**src/rtl/a_send_fsm.sv**
```systemverilog
// Source-domain send controller for the mux-recirculation MCP CDC handshake.
// Optional BUSY watchdog enabled by defining A_SEND_TIMEOUT_EN.
module a_send_fsm #(
    parameter int unsigned DW          = 8,
    parameter int unsigned SYNC_STAGES = 2,
    parameter int unsigned TIMEOUT_CYC = 1024
) (
    input  logic          aclk,
    input  logic          arst,
    input  logic          s_valid,
    input  logic [DW-1:0] s_data,
    output logic          s_ready,
    output logic [DW-1:0] adata,
    output logic          a_en_tgl,
    input  logic          b_ack_tgl,
    output logic          aack,
    output logic          proto_err,
    output logic          a_timeout
);

    typedef enum logic [0:0] {StReady, StBusy} state_e;

    state_e                 state_q, state_d;
    logic [DW-1:0]          adata_q, adata_d;
    logic                   en_q, en_d;
    logic                   perr_q, perr_d;
    logic [SYNC_STAGES-1:0] sync_q;
    logic                   ack_prev_q;
    logic                   aack_q;
    logic                   ack_edge;
    logic                   accept;

    assign ack_edge = sync_q[SYNC_STAGES-1] ^ ack_prev_q;

    // Ack toggle synchronizer and edge detector; aack is registered from the edge.
    always_ff @(posedge aclk) begin
        if (arst) begin
            sync_q     <= '0;
            ack_prev_q <= 1'b0;
            aack_q     <= 1'b0;
        end else begin
            sync_q     <= {sync_q[SYNC_STAGES-2:0], b_ack_tgl};
            ack_prev_q <= sync_q[SYNC_STAGES-1];
            aack_q     <= ack_edge;
        end
    end

    always_ff @(posedge aclk) begin
        if (arst) begin
            state_q <= StReady;
            adata_q <= '0;
            en_q    <= 1'b0;
            perr_q  <= 1'b0;
        end else begin
            state_q <= state_d;
            adata_q <= adata_d;
            en_q    <= en_d;
            perr_q  <= perr_d;
        end
    end

    always_comb begin
        state_d = state_q;
        adata_d = adata_q;
        en_d    = en_q;
        perr_d  = perr_q;
        accept  = 1'b0;
        unique case (state_q)
            StReady: begin
                if (s_valid) begin
                    accept  = 1'b1;
                    adata_d = s_data;
                    en_d    = ~en_q;
                    state_d = StBusy;
                end
                if (aack_q) begin
                    perr_d = 1'b1;
                end
            end
            StBusy: begin
                if (aack_q) begin
                    state_d = StReady;
                end
            end
        endcase
    end

    assign s_ready   = (state_q == StReady);
    assign adata     = adata_q;
    assign a_en_tgl  = en_q;
    assign aack      = aack_q;
    assign proto_err = perr_q;

`ifdef A_SEND_TIMEOUT_EN
    localparam int unsigned     CntW   = $clog2(TIMEOUT_CYC);
    localparam logic [CntW-1:0] CntMax = CntW'(TIMEOUT_CYC - 1);

    logic [CntW-1:0] cnt_q, cnt_d;
    logic            tmo_q, tmo_d;

    // Counter saturates at CntMax; the transfer itself is never aborted.
    always_comb begin
        cnt_d = cnt_q;
        tmo_d = tmo_q;
        if (accept) begin
            cnt_d = '0;
        end else if (state_q == StBusy) begin
            if (cnt_q == CntMax) begin
                tmo_d = 1'b1;
            end else begin
                cnt_d = cnt_q + 1'b1;
            end
        end
    end

    always_ff @(posedge aclk) begin
        if (arst) begin
            cnt_q <= '0;
            tmo_q <= 1'b0;
        end else begin
            cnt_q <= cnt_d;
            tmo_q <= tmo_d;
        end
    end

    assign a_timeout = tmo_q;
`else
    assign a_timeout = 1'b0;
`endif

`ifndef SYNTHESIS
    a_busy_hold: assert property (@(posedge aclk) disable iff (arst)
        (state_q == StBusy && !aack_q) |=>
            (state_q == StBusy && $stable(adata_q) && $stable(en_q)));
`endif

endmodule
```
**config.mk**
```make
export PLATFORM = sky130hd
export DESIGN_NAME = a_send_fsm
export DESIGN_NICKNAME = d
export VERILOG_FILES = /design/src/rtl/a_send_fsm.sv
export SDC_FILE = /design/constraint.sdc
export NUM_CORES = 1
export LEC_CHECK = 0
export CORE_AREA = 4 4 56 48
export CTS_BUF_LIST = sky130_fd_sc_hd__clkbuf_8
export CTS_CLUSTER_SIZE = 24
export DETAILED_ROUTE_END_ITERATION = 6
export DIE_AREA = 0 0 60 52
export PLACE_DENSITY = 0.71
export SYNTH_ARGS = -nofsm -noshare
export SYNTH_HDL_FRONTEND = slang
export SYNTH_SLANG_ARGS = --single-unit
```
**constraint.sdc**
```tcl
create_clock -name aclk -period 1.1 [get_ports aclk]
set_input_delay 0.22 -clock aclk [delete_from_list [all_inputs] [get_ports aclk]]
set_output_delay 0.22 -clock aclk [all_outputs]
set_load 0.05 [all_outputs]
```
==> impl_metrics.csv, run 1 <==
group,metric,value,unit
setup_path,worstPathArrival,0.90,ns
yosys,synth.most_common_cell,"dfxtp_1",
routing,drt_iter0_drc,8,
setup_path,critPathMaxFanout,4,
final_layout,drive_gt1_frac,0.308,
final_layout,finalNonFillerCells,116,
setup_path,r2r-end,"adata[1]",
yosys,synthArstFlopShare,0,
floorplan,die_w,60,um
setup_path,reg2reg_depth,3,
clocking,cts_buffers,3,
yosys,synth_cell_types,18,
setup_path,critPathCaptureType,"output port",
sta,grt_setup_unrepaired,"true",
clocking,clk_latency,0.25,ns
setup_path,cpPeakStageDelay,0.35,ns
grt,grt_use_met2,0.146,
grt,gr-total-overflow,0,
grt,grt_pass1_vias,479,
grt,grt_pass1_wl,2240,um
sta,fin_crit_sh,1.02,
place,place_congestion,0.695,
routing,postRouteAntennaNets,0,
yosys,synth_area_leaders,"dfxtp_1, nand4bb_1, nand2b_1",
yosys,syn_area_per_cell,10.1,um^2
clocking,cts_max_level,1,
yosys,synthAdderAreaFrac,0,
hold_path,whs_path_depth,1,
run_status,outcome,"complete, but fails checks",
routing,viasPerCell,4.34,
floorplan,rows,15,
grt,antenna_found_initial,0,
yosys,ys_seq_elements,15,
clocking,ctsLongestPathBuffers,2,
yosys,synth_top_family_by_area,"simple AND/OR/NAND/NOR gates",
yosys,syn_area,608,um^2
hold_path,hp-start,"sync_q[0]",
grt,grt.total_usage,0.102,
yosys,synth_compound_area_frac,0.0864,
setup_path,slowest_stage,"dfxtp_4",
setup_path,cp-start-kind,"register",
clocking,clk_pin_slew,0.06,ns
sta,fin_worst_skew,0.00349,ns
sta,final.min_clock_period,1.12,ns
clocking,ctsRootBufferMaster,"clkbuf_8",
final_layout,nets,104,
final_layout,area_growth,78.4,%
yosys,yosysWarningCount,0,
final_layout,diodes,0,
yosys,ys.flop_type,"dfxtp_1",
setup_path,crit_chain,"buf_6, inv_4, buf_8",
yosys,synthTopCellsByCount,"dfxtp_1, nand2b_1, nand4bb_1, o21ai_0, nor2b_1",
routing,drtPass1Iterations,2,
setup_path,worst_ep_required_time,0.88,ns
place,port_buffers,23,
setup_path,startpoint,"state_q",
sta,fmax,0.893,GHz
yosys,postSynthCellCount,60,
grt,grt_max_degree,12,
power_and_ir_drop,power_density,1310,nW/um^2
sta,layout_setup_ws,-0.0194,ns
power_and_ir_drop,ir_worst_vdd,0.731,mV
yosys,synth_edf_count,0,
sta,hold_slack,0.451,ns
power_and_ir_drop,leakage,0.426,nW
sta,setup-violations-final,2,
setup_path,crit_family,"flip-flops",
clocking,cts_tree,"yes",
routing,routedWlPerCell,12.2,um
clocking,cts.sinks,15,
grt,busiest_layer,"met2",
sta,report.final.slew_viol_count,0,
yosys,synthMuxAreaShare,0.0247,
place,dp.cells,110,
power_and_ir_drop,power,1.42,mW
place,hpwlAfterDp,1070,um
routing,vias,503,
floorplan,initial_core_util,0.289,
setup_path,reg2reg_slack,0,ns
floorplan,die_h,52,um
setup_path,regToRegStartpoint,"state_q",
grt,met3_usage,0.0496,
setup_path,crit_buf_inv,3,
yosys,synth-simple-area-share,0.313,
floorplan,io_pins,25,
routing,drc,0,
setup_path,path_class,"reg2out",
grt,use_met1,0.124,
run_status,violations,"setup timing",
yosys,synth_top_area_frac,0.494,
yosys,yosysSeqAreaShare,0.494,
hold_path,holdPathEnd,"sync_q[1]",
sta,finalHoldViolCount,0,
hold_path,min_path_type,"reg2reg",
yosys,syn-num-nets,72,
routing,drt_wl_total,1410,um
yosys,synth_area_leader_cell,"dfxtp_1",
job,cap_violations,0,
final_layout,utilization,0.516,
yosys,yosys.area_share.xor_xnor,0.0144,
floorplan,core_area,2100,um^2
floorplan,die-area,3120,um^2
area by class of cell:
type,instances,area [um^2]
well taps,25,31.3
inverters,2,10.0
repair buffers,32,423
clock buffers,3,41.3
flip-flops and latches,15,304
clock inverters,1,3.75
fillers,188,1020
multi-input cells,38,272
layout by cell type, fill, tap and decap left out, types with 2 or more instances in the layout:
master,instances
buf_4,6
inv_1,2
dfxtp_1,14
or4bb_1,2
clkdlybuf4s50_1,10
nor2_1,3
buf_6,3
buf_12,11
nand4bb_1,6
nor2b_1,4
nand2b_1,9
clkbuf_8,3
o21ai_1,8
state kept, by name, summed over array words and instances, names as in the netlist:
signal	flops
adata	8
sync_q	2
a_en_tgl	1
aack	1
ack_prev_q	1
proto_err	1
state_q	1
per-layer routing:
| metal | up-vias | share of wire |
|---|---|---|
| li1 | 263 | - |
| met2 | 16 | 0.47 |
| met1 | 219 | 0.45 |
| met4 | 0 | 0.016 |
| met5 | - | 0 |
| met3 | 5 | 0.068 |
worst register-to-register path, stage by stage (launching register included):
cell	delay, ns
dfxtp_4	0.35
buf_6	0.12
or4bb_1	0.50
o21ai_1	0.08
how the worst max path moves through the flow:
stage,slack (ns),cells past startpoint,end
2_1_floorplan,0.01,2,a_en_tgl
3_3_place_gp,-0.26,4,adata[1]
3_5_place_dp,-0.33,4,adata[1]
4_1_cts,-0.03,3,s_ready
5_1_grt,-0.06,3,adata[1]
6_report,-0.02,3,s_ready
per-stage QoR:
step	cell area, um^2	setup slack (ns)	setup TNS, ns
after floorplan	608	0.0123	0
after global placement	1000	-0.257	-1.80
after detailed placement	1000	-0.333	-2.12
after CTS	1070	-0.0256	-0.0478
after global routing	1080	-0.0585	-0.111
final	1080	-0.0194	-0.0223
power breakdown:
part	leakage, nW	switching (mW)	internal, mW
registers	0.124	0.0322	0.576
logic	0.275	0.172	0.202
clock network	0.0269	0.193	0.247
total	0.426	0.397	1.03
what timing repair did:
item                                    CTS  global route
gates resized for setup                  10             7
endpoints found under the setup margin    3             9
hold endpoints to repair                  0             0
setup buffers                             1             1
hold buffers                              0             0
pin swaps                                 1             1
cell families after synthesis:
logic type,after synthesis
DFF,15
buffers and inverters,7
muxes,1
AOI/OAI and AO/OA,10
and+or+nand+nor,25
xor gates and xnor gates,1
other,1
(Power assumes the default switching activity.)
==> run 2, diff against run 1 <==
--- a/config.mk
+++ b/config.mk
@@ -10,7 +10,8 @@
 export CTS_CLUSTER_SIZE = 24
 export DETAILED_ROUTE_END_ITERATION = 6
 export DIE_AREA = 0 0 60 52
-export PLACE_DENSITY = 0.71
+export DONT_BUFFER_PORTS = 1
+export PLACE_DENSITY = 0.55
 export SYNTH_ARGS = -nofsm -noshare
 export SYNTH_HDL_FRONTEND = slang
 export SYNTH_SLANG_ARGS = --single-unit
==> impl_metrics.csv, run 2 (synthesized netlist as in run 1, its figures left out) <==
group,metric,value,unit
floorplan,die_w,60,um
clocking,ctsLongestPathBuffers,2,
setup_path,reg2reg_depth,3,
grt,grt_pass1_vias,407,
final_layout,drive_gt1_frac,0.303,
power_and_ir_drop,p_switching,0.348,mW
floorplan,rows,15,
setup_path,regToRegStartpoint,"state_q",
setup_path,slowest_stage,"dfxtp_4",
setup_path,crit_chain,"buf_6, inv_4, buf_8",
routing,viasPerCell,4.52,
power_and_ir_drop,power_frac_clock,0.338,
power_and_ir_drop,p_int,0.923,mW
place,hpwlAfterDp,878,um
hold_path,holdPathEnd,"proto_err",
floorplan,die-area,3120,um^2
sta,grt_setup_unrepaired,"true",
final_layout,layout_common_cells,"dfxtp_1, buf_4, nand2b_1, nand4bb_1, o21ai_1",
sta,fin_crit_sh,0.999,
power_and_ir_drop,leakage,0.327,nW
final_layout,nets,89,
floorplan,io_pins,25,
setup_path,cp-start-kind,"register",
grt,grt.total_usage,0.0867,
clocking,holdBufCountCts,0,
power_and_ir_drop,ir_worst_vdd,0.843,mV
power_and_ir_drop,switching_share,0.274,
sta,fmax,0.910,GHz
routing,drt_wl_total,1250,um
routing,drt_iter0_drc,16,
routing,drtPass1Iterations,2,
place,place_congestion,0.582,
sta,report.final.slew_viol_count,0,
final_layout,utilization,0.382,
routing,vias,457,
power_and_ir_drop,pwr-share-comb,0.196,
setup_path,r2r-end,"a_en_tgl",
setup_path,worstPathArrival,0.88,ns
clocking,cts_tree,"yes",
routing,routedWlPerCell,12.4,um
setup_path,cpPeakStageDelay,0.35,ns
power_and_ir_drop,power_density,1580,nW/um^2
setup_path,path_class,"reg2out",
clocking,cts.sinks,15,
sta,setup-violations-final,0,
setup_path,crit_buf_inv,3,
setup_path,reg2reg_slack,0.02,ns
setup_path,worst_ep_required_time,0.88,ns
clocking,clk_pin_slew,0.06,ns
final_layout,diodes,0,
sta,setup_tns,0,ns
clocking,cts_buffers,3,
power_and_ir_drop,power,1.27,mW
job,cap_violations,0,
sta,final.min_clock_period,1.10,ns
floorplan,core_area,2100,um^2
final_layout,largest_reg_flops,8,
hold_path,whs_path_depth,1,
clocking,ctsRootBufferMaster,"clkbuf_8",
routing,postRouteAntennaNets,0,
floorplan,initial_core_util,0.289,
grt,antenna_found_initial,0,
place,port_buffers,0,
run_status,outcome,"finished clean",
floorplan,die_h,52,um
sta,fin_worst_skew,0.00283,ns
grt,grt_max_degree,25,
sta,finalHoldViolCount,0,
hold_path,min_path_type,"in2reg",
grt,gr-total-overflow,0,
grt,grt_pass1_wl,1900,um
setup_path,crit_family,"flip-flops",
clocking,clk_latency,0.25,ns
setup_path,critPathCaptureType,"output port",
hold_path,hp-start,"arst",
final_layout,area_growth,32.1,%
setup_path,critPathMaxFanout,3,
power_and_ir_drop,seq_power_share,0.466,
routing,drc,0,
clocking,cts_max_level,1,
==> run 2: power by group through the flow <==
stage               Combinational [mW]  Clock, mW  Sequential, mW
floorplan                       0.0940          0           0.690
global placement                 0.228          0           0.605
detailed placement               0.228          0           0.606
CTS                              0.243      0.446           0.592
global route                     0.261      0.481           0.596
finish                           0.249      0.430           0.592
==> run 2: worst max-delay path by stage <==
stage / startpoint / endpoint / slack, ns / cells after the start
after floorplan: a_en_tgl / a_en_tgl / 0.01 / 2
after global placement: state_q / a_en_tgl / 0.12 / 2
after detailed placement: state_q / a_en_tgl / 0.07 / 2
after CTS: state_q / adata[1] / -0.01 / 3
after global routing: state_q / s_ready / -0.03 / 3
final: state_q / s_ready / 0.001 / 3
==> run 2: metrics by stage <==
stage | hold WS, ns | cells | area (um^2) | worst slack (ns)
finish | 0.0355 | 101 | 803 | 0.00145
global placement | 0.293 | 95 | 722 | 0.116
CTS | 0.0319 | 100 | 790 | -0.0131
global route | 0.0234 | 101 | 803 | -0.0330
detailed placement | 0.295 | 95 | 722 | 0.0743
floorplan | 0.348 | 60 | 608 | 0.0123
==> run 2: layer usage <==
metal | routed length [um] | part of all wire | track usage | up-vias
met3 | 128 | 0.10 | 0.0471 | 2
met2 | 495 | 0.40 | 0.117 | 22
met5 | 0 | 0 | 0 | -
met4 | 26 | 0.021 | 0.0443 | 0
met1 | 602 | 0.48 | 0.109 | 198
li1 | - | - | - | 235
==> run 2: area by class of cell <==
type / instances / area [um^2]
Clock buffer: 3 / 41.3
Clock inverter: 1 / 3.75
Fill cell: 220 / 1300
Inverter: 2 / 10.0
Multi-Input combinational cell: 38 / 270
Sequential cell: 15 / 304
Tap cell: 25 / 31.3
Timing Repair Buffer: 17 / 143
==> run 2: repair_timing <==
action / in CTS / in global routing
buffers inserted: 1 / 1
resized for setup: 7 / 5
pin swaps: 1 / 1
setup endpoints to repair: 1 / 7
==> run 2: worst register-to-register path, cell delays in order (launching register included) <==
cell	delay (ns)
dfxtp_4	0.35
buf_6	0.12
and2b_1	0.21
mux2_4	0.30
